## config.mk

```make
export PLATFORM = sky130hd
export DESIGN_NAME = regfile_mp_pc_flat
export DESIGN_NICKNAME = d
export VERILOG_FILES = /design/src/rtl/regfile_pkg.sv /design/src/rtl/regfile_mp_pc_if.sv /design/src/rtl/regfile_wr_arb.sv /design/src/rtl/regfile_mp_pc.sv /design/src/flat_wrapper.sv
export SDC_FILE = /design/constraint.sdc
export NUM_CORES = 2
export LEC_CHECK = 0
export ABC_CLOCK_PERIOD_IN_PS = 8150
export CORE_AREA = 4 4 476 478
export DETAILED_ROUTE_END_ITERATION = 10
export DIE_AREA = 0 0 480 482
export SLEW_MARGIN = 30
export SYNTH_ARGS = -nofsm -noshare
export SYNTH_HDL_FRONTEND = slang
export SYNTH_SLANG_ARGS = --single-unit
```

## constraint.sdc

```tcl
create_clock -name clk -period 8.15 [get_ports clk]
set_input_delay 1.63 -clock clk [delete_from_list [all_inputs] [get_ports clk]]
set_output_delay 1.63 -clock clk [all_outputs]
set_load 0.005 [all_outputs]
```

## src/rtl/regfile_pkg.sv

```systemverilog
// Shared constants, special-register kinds and slice helper for the multi-port register file.
package regfile_pkg;
  localparam int PC_IDX_DEF  = 31;
  localparam int SP_IDX_DEF  = 30;
  localparam int LR_IDX_DEF  = 29;
  localparam int ST_IDX_DEF  = 28;
  localparam int SP_STEP_DEF = 1;

  typedef enum logic [1:0] {SPC_NONE, SPC_PC, SPC_SP, SPC_ST} spc_e;

  // Low bit of port k's field in a flattened per-port bus of width w.
  function automatic int slice_lo(input int k, input int w);
    return k * w;
  endfunction
endpackage

```

## src/rtl/regfile_mp_pc_if.sv

```systemverilog
// Port bundle of the multi-port register file: read/write ports, side-band controls, special outputs.
interface regfile_mp_pc_if #(
  parameter int DW  = 32,
  parameter int AW  = 5,
  parameter int NRD = 2,
  parameter int NWR = 2
);
  logic [NRD-1:0]    rd_en;
  logic [NRD*AW-1:0] ra;
  logic [NRD*DW-1:0] rd;
  logic [NWR-1:0]    wr_en;
  logic [NWR*AW-1:0] wa;
  logic [NWR*DW-1:0] wd;
  logic [DW-1:0]     st_in;
  logic              st_wr;
  logic              pc_inc;
  logic              sp_inc;
  logic              sp_dec;
  logic [DW-1:0]     pc_out;
  logic [DW-1:0]     sp_out;
  logic [DW-1:0]     lr_out;
  logic [DW-1:0]     st_out;

  modport master (
    output rd_en, ra, wr_en, wa, wd, st_in, st_wr, pc_inc, sp_inc, sp_dec,
    input  rd, pc_out, sp_out, lr_out, st_out
  );
  modport slave (
    input  rd_en, ra, wr_en, wa, wd, st_in, st_wr, pc_inc, sp_inc, sp_dec,
    output rd, pc_out, sp_out, lr_out, st_out
  );
endinterface

```

## src/rtl/regfile_wr_arb.sv

```systemverilog
// Next-value resolver for one register: port priority (highest index wins), side-band
// PC/SP arithmetic, status override and zero-register masking.
module regfile_wr_arb
  import regfile_pkg::*;
#(
  parameter int   DW      = 32,
  parameter int   AW      = 5,
  parameter int   NWR     = 2,
  parameter int   IDX     = 0,
  parameter spc_e KIND    = SPC_NONE,
  parameter bit   ZERO    = 1'b0,
  parameter int   SP_STEP = SP_STEP_DEF
) (
  input  logic [DW-1:0]     cur_i,
  input  logic [NWR-1:0]    wr_en_i,
  input  logic [NWR*AW-1:0] wa_i,
  input  logic [NWR*DW-1:0] wd_i,
  input  logic              pc_inc_i,
  input  logic              sp_inc_i,
  input  logic              sp_dec_i,
  input  logic              st_wr_i,
  input  logic [DW-1:0]     st_in_i,
  output logic [DW-1:0]     nxt_o
);
  logic hit;

  always_comb begin
    hit   = 1'b0;
    nxt_o = cur_i;
    for (int p = 0; p < NWR; p++) begin
      if (wr_en_i[p] && wa_i[slice_lo(p, AW) +: AW] == AW'(IDX)) begin
        hit   = 1'b1;
        nxt_o = wd_i[slice_lo(p, DW) +: DW];
      end
    end
    // A port write is a branch / explicit SP load and beats the side-band step.
    if (KIND == SPC_PC && !hit && pc_inc_i) nxt_o = cur_i + DW'(1);
    if (KIND == SPC_SP && !hit && (sp_inc_i ^ sp_dec_i))
      nxt_o = sp_inc_i ? cur_i + DW'(SP_STEP) : cur_i - DW'(SP_STEP);
    if (KIND == SPC_ST && st_wr_i) nxt_o = st_in_i;
    if (ZERO) nxt_o = '0;
  end
endmodule

```

## src/rtl/regfile_mp_pc.sv

```systemverilog
// Multi-port CPU register file with PC/SP/LR/ST special registers and registered read ports.
// REGFILE_BYPASS_EN: reads return the post-edge (resolved) value instead of the pre-edge value.
module regfile_mp_pc
  import regfile_pkg::*;
#(
  parameter int DW      = 32,
  parameter int AW      = 5,
  parameter int NRD     = 2,
  parameter int NWR     = 2,
  parameter bit ZERO_R0 = 1'b1,
  parameter int PC_IDX  = PC_IDX_DEF,
  parameter int SP_IDX  = SP_IDX_DEF,
  parameter int LR_IDX  = LR_IDX_DEF,
  parameter int ST_IDX  = ST_IDX_DEF,
  parameter int SP_STEP = SP_STEP_DEF
) (
  input logic           clk,
  input logic           rst,
  regfile_mp_pc_if.slave bus
);
  localparam int DEPTH = 2 ** AW;

  logic [DW-1:0]     regs_q [DEPTH];
  logic [DW-1:0]     regs_d [DEPTH];
  logic [DW-1:0]     rd_d   [NRD];
  logic [NRD*DW-1:0] rd_q;

  for (genvar i = 0; i < DEPTH; i++) begin : g_reg
    localparam spc_e K = (i == PC_IDX) ? SPC_PC :
                         (i == SP_IDX) ? SPC_SP :
                         (i == ST_IDX) ? SPC_ST : SPC_NONE;
    regfile_wr_arb #(
      .DW(DW), .AW(AW), .NWR(NWR), .IDX(i), .KIND(K),
      .ZERO(ZERO_R0 && i == 0), .SP_STEP(SP_STEP)
    ) u_arb (
      .cur_i   (regs_q[i]),
      .wr_en_i (bus.wr_en),
      .wa_i    (bus.wa),
      .wd_i    (bus.wd),
      .pc_inc_i(bus.pc_inc),
      .sp_inc_i(bus.sp_inc),
      .sp_dec_i(bus.sp_dec),
      .st_wr_i (bus.st_wr),
      .st_in_i (bus.st_in),
      .nxt_o   (regs_d[i])
    );
  end

  always_comb begin
    for (int k = 0; k < NRD; k++) begin
`ifdef REGFILE_BYPASS_EN
      rd_d[k] = regs_d[bus.ra[slice_lo(k, AW) +: AW]];
`else
      rd_d[k] = regs_q[bus.ra[slice_lo(k, AW) +: AW]];
`endif
    end
  end

  always_ff @(posedge clk) begin
    if (rst) begin
      for (int i = 0; i < DEPTH; i++) regs_q[i] <= '0;
      rd_q <= '0;
    end else begin
      for (int i = 0; i < DEPTH; i++) regs_q[i] <= regs_d[i];
      for (int k = 0; k < NRD; k++)
        if (bus.rd_en[k]) rd_q[slice_lo(k, DW) +: DW] <= rd_d[k];
    end
  end

  assign bus.rd     = rd_q;
  assign bus.pc_out = regs_q[PC_IDX];
  assign bus.sp_out = regs_q[SP_IDX];
  assign bus.lr_out = regs_q[LR_IDX];
  assign bus.st_out = regs_q[ST_IDX];
endmodule

```

## src/flat_wrapper.sv

```systemverilog
// flat-port wrapper written by rule: the top's interface ports become plain ports
module regfile_mp_pc_flat import regfile_pkg::*;
#(
  parameter int DW      = 32,
  parameter int AW      = 5,
  parameter int NRD     = 2,
  parameter int NWR     = 2,
  parameter bit ZERO_R0 = 1'b1,
  parameter int PC_IDX  = PC_IDX_DEF,
  parameter int SP_IDX  = SP_IDX_DEF,
  parameter int LR_IDX  = LR_IDX_DEF,
  parameter int ST_IDX  = ST_IDX_DEF,
  parameter int SP_STEP = SP_STEP_DEF
)
  (clk, rst, bus_rd_en, bus_ra, bus_wr_en, bus_wa, bus_wd, bus_st_in, bus_st_wr, bus_pc_inc, bus_sp_inc, bus_sp_dec, bus_rd, bus_pc_out, bus_sp_out, bus_lr_out, bus_st_out);
  regfile_mp_pc_if #(.DW(DW), .AW(AW), .NRD(NRD), .NWR(NWR)) bus_i ();
  input logic clk;
  input logic rst;
  input wire logic [$bits(bus_i.rd_en)-1:0] bus_rd_en;
  input wire logic [$bits(bus_i.ra)-1:0] bus_ra;
  input wire logic [$bits(bus_i.wr_en)-1:0] bus_wr_en;
  input wire logic [$bits(bus_i.wa)-1:0] bus_wa;
  input wire logic [$bits(bus_i.wd)-1:0] bus_wd;
  input wire logic [$bits(bus_i.st_in)-1:0] bus_st_in;
  input wire logic [$bits(bus_i.st_wr)-1:0] bus_st_wr;
  input wire logic [$bits(bus_i.pc_inc)-1:0] bus_pc_inc;
  input wire logic [$bits(bus_i.sp_inc)-1:0] bus_sp_inc;
  input wire logic [$bits(bus_i.sp_dec)-1:0] bus_sp_dec;
  output wire logic [$bits(bus_i.rd)-1:0] bus_rd;
  output wire logic [$bits(bus_i.pc_out)-1:0] bus_pc_out;
  output wire logic [$bits(bus_i.sp_out)-1:0] bus_sp_out;
  output wire logic [$bits(bus_i.lr_out)-1:0] bus_lr_out;
  output wire logic [$bits(bus_i.st_out)-1:0] bus_st_out;
  assign bus_i.rd_en = bus_rd_en;
  assign bus_i.ra = bus_ra;
  assign bus_i.wr_en = bus_wr_en;
  assign bus_i.wa = bus_wa;
  assign bus_i.wd = bus_wd;
  assign bus_i.st_in = bus_st_in;
  assign bus_i.st_wr = bus_st_wr;
  assign bus_i.pc_inc = bus_pc_inc;
  assign bus_i.sp_inc = bus_sp_inc;
  assign bus_i.sp_dec = bus_sp_dec;
  assign bus_rd = bus_i.rd;
  assign bus_pc_out = bus_i.pc_out;
  assign bus_sp_out = bus_i.sp_out;
  assign bus_lr_out = bus_i.lr_out;
  assign bus_st_out = bus_i.st_out;
  regfile_mp_pc #(.DW(DW), .AW(AW), .NRD(NRD), .NWR(NWR), .ZERO_R0(ZERO_R0), .PC_IDX(PC_IDX), .SP_IDX(SP_IDX), .LR_IDX(LR_IDX), .ST_IDX(ST_IDX), .SP_STEP(SP_STEP)) u_core (.clk(clk), .rst(rst), .bus(bus_i));
endmodule
```

### After elaboration in Yosys (flattened, before gate mapping)

Memories as Yosys holds them, arrays and structs flattened. A register that Yosys moved wholly into a read port is not among the register bits.
Cells that the tools add are included.

| word-level totals | value |
|---|---|
| memory bits (writable) | 1024 |
| logic and storage cells | 324 |
| input bits | 126 |
| output and inout bits | 192 |
| memories | 1 |
| register bits after elaboration | 0 |

Memories:

| memory | depth | bits a word | read ports | clocked after Yosys merged registers in | write ports | line | RTL |
|---|---|---|---|---|---|---|---|
| u_core.regs_q | 32 | 32 | 6 | 2 | 32 | regfile_mp_pc.sv:23 | `logic [DW-1:0] regs_q [DEPTH];` |

| cells by class | value |
|---|---|
| add/subtract/negate cells | 3 |
| mux-type cells | 105 |
| equality and inequality tests | 89 |
| bitwise operators | 33 |
| reduce and logical (&&, ||, !) cells | 93 |

Operators with widths:

| kind | count |
|---|---|
| $mux W32 | 98 |
| $eq A5 B5 Y1 const B | 32 |
| $eq A5 B4 Y1 const B | 16 |
| $add A32 B1 Y32 const B | 2 |
| $logic_and A1 B1 Y1 | 64 |
| $ne A2 B2 Y1 const B | 27 |
| $reduce_and A2 Y1 | 27 |
| $eq A5 B3 Y1 const B | 8 |
| $or A1 B1 Y1 | 32 |
| $sub A32 B1 Y32 const B | 1 |
| $eq A5 B2 Y1 const B | 4 |
| $eq A5 B1 Y1 const B | 2 |
| $mux W1 | 7 |
| $logic_not A1 Y1 | 2 |
| $xor A1 B1 Y1 | 1 |

### Depth between registers and ports, before layout

| depth | value |
|---|---|
| word-level depth | 8 |
| gate-level depth with buffers | 10 |

### By module

Synthesis repeated with hierarchy kept, for this count alone.

| unflattened totals | value |
|---|---|
| cell total of the unflattened synthesis | 9893 |
| area, all modules | 80088.1 um^2 |

Modules (own cells, without submodules):

| module | area each (um^2) | cells an instance | times used |
|---|---|---|---|
| regfile_mp_pc | 47291.6 | 4499 | 1 |
| regfile_wr_arb at u_core.g_reg[10].u_arb ... | 1006.0 | 163 | 4 |
| regfile_wr_arb at u_core.g_reg[21].u_arb ... | 994.7 | 162 | 4 |
| regfile_wr_arb at u_core.g_reg[30].u_arb | 2717.6 | 397 | 1 |
| regfile_wr_arb at u_core.g_reg[16].u_arb ... | 850.8 | 159 | 3 |
| regfile_wr_arb at u_core.g_reg[23].u_arb ... | 1088.5 | 159 | 2 |
| regfile_wr_arb at u_core.g_reg[11].u_arb ... | 1043.5 | 162 | 2 |
| regfile_wr_arb at u_core.g_reg[4].u_arb ... | 1006.0 | 162 | 2 |
| regfile_wr_arb at u_core.g_reg[20].u_arb ... | 983.4 | 162 | 2 |
| regfile_wr_arb at u_core.g_reg[1].u_arb ... | 947.2 | 160 | 2 |
| regfile_wr_arb at u_core.g_reg[13].u_arb ... | 940.9 | 160 | 2 |
| regfile_wr_arb at u_core.g_reg[31].u_arb | 1646.6 | 263 | 1 |
| regfile_wr_arb at u_core.g_reg[28].u_arb | 1138.6 | 190 | 1 |
| regfile_wr_arb at u_core.g_reg[29].u_arb | 934.6 | 162 | 1 |
| 5 more rows | n/a | n/a | n/a |

### Least setup slack after synthesis

No wires, ideal clock.

| timing | value |
|---|---|
| kind | input to register |
| from | in bus_sp_inc |
| to | mem u_core.regs_q[30][29] |
| data required time | 8.018 ns |
| path buffers | 1 |
| stages | 10 |
| arrival time | 3.999 ns |
| path slack | 4.019 ns |
| cell sequence | inv_1 -> ha_1 -> clkbuf_1 -> a21oi_1 -> o211ai_1 -> or3b_2 -> a311oi_1 -> a21oi_1 -> a31oi_1 -> nor3_1 |

RTL lines:

| what | line | RTL |
|---|---|---|
| start, declared | flat_wrapper.sv:27 | `input wire logic [$bits(bus_i.sp_inc)-1:0] bus_sp_inc;` |
| end, declared | regfile_mp_pc.sv:23 |  |

==> results.json <==
{
  "die_x_um": 480,
  "synthArstFlopShare_pct": 0,
  "max_slew_margin_pct": 29.4,
  "fin_cells": 9637,
  "cp_data_required_time_ns": 8.78,
  "ys_ff_latch": 1056,
  "path_cells": "clkdlybuf4s50_1 > inv_1 > buf_4 > ha_1 > nor2b_1 > o31a_1 > o31ai_1 > nand3b_1 > a41oi_1 > xor2_1 > o32ai_1",
  "drt-initial-drc-count": 10200,
  "min_period_ns": 4.59,
  "clk_path_buf_depth": 3,
  "ys_warn_count": 0,
  "clock_latency_ns": 0.77,
  "antenna_found_initial": 16,
  "drc": 0,
  "cts_resized": 0,
  "io_buffers": 317,
  "cts_root_buf": "clkbuf_16",
  "worst_pin_slew_ns": 1.05,
  "finalHoldViolCount": 0,
  "swShare_pct": 29.3,
  "fmax_mhz": 218,
  "core_area_um2": 222000,
  "dp.cells": 9408,
  "final_nets": 6713,
  "p_leak_nw": 26.4,
  "grt_overflow_total": 0,
  "routed-via-count": 58300,
  "seqPwrFrac_pct": 44.2,
  "ys_types": 76,
  "synth_ff_type": "edfxtp_1",
  "grt_pass1_vias": 56100,
  "wire_per_inst_um": 30.5,
  "min_from": "u_core.bus.rd[18]",
  "skew_ns": 0.0484,
  "viasPerCell": 6.04,
  "numCtsBuffers": 116,
  "yosysSeqAreaShare_pct": 44.9,
  "reg2reg_from": "u_core.regs_q[30][1]",
  "nFillCells": 22000,
  "areaGrowthSynthToFinish_pct": 14.6,
  "h-tree-depth": 3,
  "drt_wl_total_mm": 294,
  "grt_pass1_wl_mm": 412,
  "ant_nets": 0,
  "fin_tns_setup_ns": 0,
  "syn-num-nets": 6827,
  "hp-class": "register to register",
  "crit_start": "bus_sp_inc",
  "p_comb_share_pct": 18.7,
  "syn_inst": 6669,
  "setup_viol_count_final": 0,
  "syn_area_um2": 66400,
  "clock_sinks": 1056,
  "clock_power_share_pct": 37.1,
  "dieArea_um2": 231000,
  "avgSynthCellArea_um2": 9.96,
  "start_util_pct": 29.9,
  "cts_setup_buffers": 0,
  "intPower_mw": 10.5,
  "cp_max_fo": 30,
  "critPathSlowestCell": "o31ai_1",
  "synth_edf_count": 864,
  "cp-end-kind": "register",
  "ir_worst_vdd_uv": 206,
  "critPathArrivalTime_ns": 5.22,
  "cts_tree": "built",
  "gp_congestion": 0.899,
  "hold_buffers": 0,
  "clk_pin_slew_ns": 0.06,
  "finalMaxSlewViolations": 0,
  "fin_util_pct": 34.3,
  "rsz0062_at_grt": "false",
  "drive_above_1_share_pct": 16.9,
  "io_pins": 318,
  "drv_cap": 0,
  "die_h_um": 482,
  "powerDensity_nw_per_um2": 195,
  "switching_power_mw": 4.36,
  "period_share_pct": 56.3,
  "grt_max_degree": 206,
  "dp_hpwl_mm": 179,
  "status": "finished, final reports clean",
  "grt_usage_pct": 24.5,
  "crit_type": "primary input to register",
  "max_stage_delay_ns": 0.61,
  "cp-start-kind": "primary input",
  "row_count": 173,
  "dr.pass1.iters": 8
}
## through the flow
stage / setup slack, ns / hold slack [ns] / power [mW] / area (um^2)
floorplan: 4.02 / 0.464 / 8.21 / 66400
global placement: 2.61 / 0.472 / 9.32 / 72000
detailed placement: 2.84 / 0.474 / 9.38 / 72100
CTS: 3.63 / 0.484 / 14.8 / 75900
global route: 3.23 / 0.503 / 15.3 / 76100
finish: 3.56 / 0.481 / 14.9 / 76100
## routing by layer
metal  vias to the layer above  wire length [um]  track usage, %
li1                      24000                 -               -
met1                     28400            105000            31.9
met2                      5044            126000            36.4
met3                       847             43300            7.44
met4                         6             18700            13.4
met5                         -                39               0
## power by group through the flow
stage          combinational, mW  sequential (mW)  clock [mW]
4_1_cts                     2.72             6.55        5.51
5_1_grt                     2.92             6.60        5.74
3_3_place_gp                2.68             6.64           0
2_1_floorplan               1.69             6.52           0
6_report                    2.78             6.57        5.52
3_5_place_dp                2.71             6.67           0
## cells in the mapped netlist (64+ instances only)
library cell | count | area share [%]
a21oi_1 | 997 | 7.5
a22o_1 | 64 | 0.84
buf_1 | 79 | 0.45
buf_2 | 91 | 0.69
clkbuf_1 | 556 | 3.1
dfxtp_1 | 192 | 5.8
edfxtp_1 | 864 | 39
mux2_2 | 128 | 2.2
mux2i_1 | 132 | 2.0
mux4_2 | 510 | 17
nand2_1 | 2075 | 12
nand2b_1 | 91 | 0.86
nor2_1 | 152 | 0.86
o21ai_0 | 169 | 1.3
o22ai_1 | 80 | 0.75
## registers in the layout (all words and copies together) (netlist names)
name	count
u_core.bus.rd	64
u_core.regs_q	992
## cell families after synthesis
| group | share of synthesized area (%) |
|---|---|
| XOR/XNOR | 0.699 |
| multiplexers | 21.5 |
| adder cells (fa/ha/maj) | 0.614 |
| AND/OR/NAND/NOR | 15.2 |
| buffers and inverters | 4.71 |
| AO/OA/AOI/OAI | 12.3 |
| flip-flops | 44.9 |
## final timing paths
kind | end | slack [ns] | cells after the start
worst max-delay path | u_core.regs_q[30][28] | 3.56 | 11
worst min-delay path | u_core.bus.rd[18] | 0.48 | 2
worst max register to register | u_core.regs_q[30][28] | 4.77 | 9
worst min register to register | u_core.bus.rd[18] | 0.48 | 2
## cell usage in the layout (no fill, tap or decap), types with 10 or more instances in the layout
cell type | netlist | routed
a211oi_1 | 63 | 61
a21o_1 | 10 | 10
a21oi_1 | 997 | 997
a22o_1 | 64 | 64
a31oi_1 | 13 | 13
buf_12 | 0 | 10
buf_4 | 14 | 190
clkbuf_1 | 556 | 25
clkbuf_16 | 0 | 127
clkdlybuf4s50_1 | 0 | 300
clkinv_1 | 0 | 15
clkinv_2 | 0 | 25
dfxtp_1 | 192 | 192
diode_2 | 0 | 10
edfxtp_1 | 864 | 864
ha_1 | 31 | 31
inv_1 | 12 | 12
mux2_2 | 128 | 128
mux2i_1 | 132 | 132
mux4_2 | 510 | 510
nand2_1 | 2075 | 2069
nand2b_1 | 91 | 77
nand2b_2 | 0 | 13
nand3_1 | 41 | 39
nand4_1 | 21 | 21
nor2_1 | 152 | 135
nor2_2 | 1 | 13
nor2b_1 | 13 | 11
nor3_1 | 22 | 17
o211ai_1 | 11 | 11
o21ai_0 | 169 | 165
o21ai_1 | 25 | 28
o221ai_1 | 11 | 11
o22ai_1 | 80 | 80
or3_1 | 19 | 13
xnor2_1 | 30 | 30
xor2_1 | 23 | 23
## cell type report
cell class	count	area [um^2]	area share, %
multi-input combinational	4850	33800	44.4
sequential	1056	29800	39.1
antenna	10	25.0	0.0329
tap	2975	3720	4.89
clock buffer	163	3410	4.48
clock inverter	52	443	0.582
inverter	12	45.0	0.0592
timing repair buffer	519	4880	6.41
## worst max-delay path, delay by kind of cell
kind	cells	cell delay (ns)
buffers and inverters	3	1.04
AOI/OAI and AO/OA	4	1.41
xor gates and xnor gates	1	0.20
and+or+nand+nor	2	0.54
adders and majority gates	1	0.36
(Power assumes the default switching activity.)
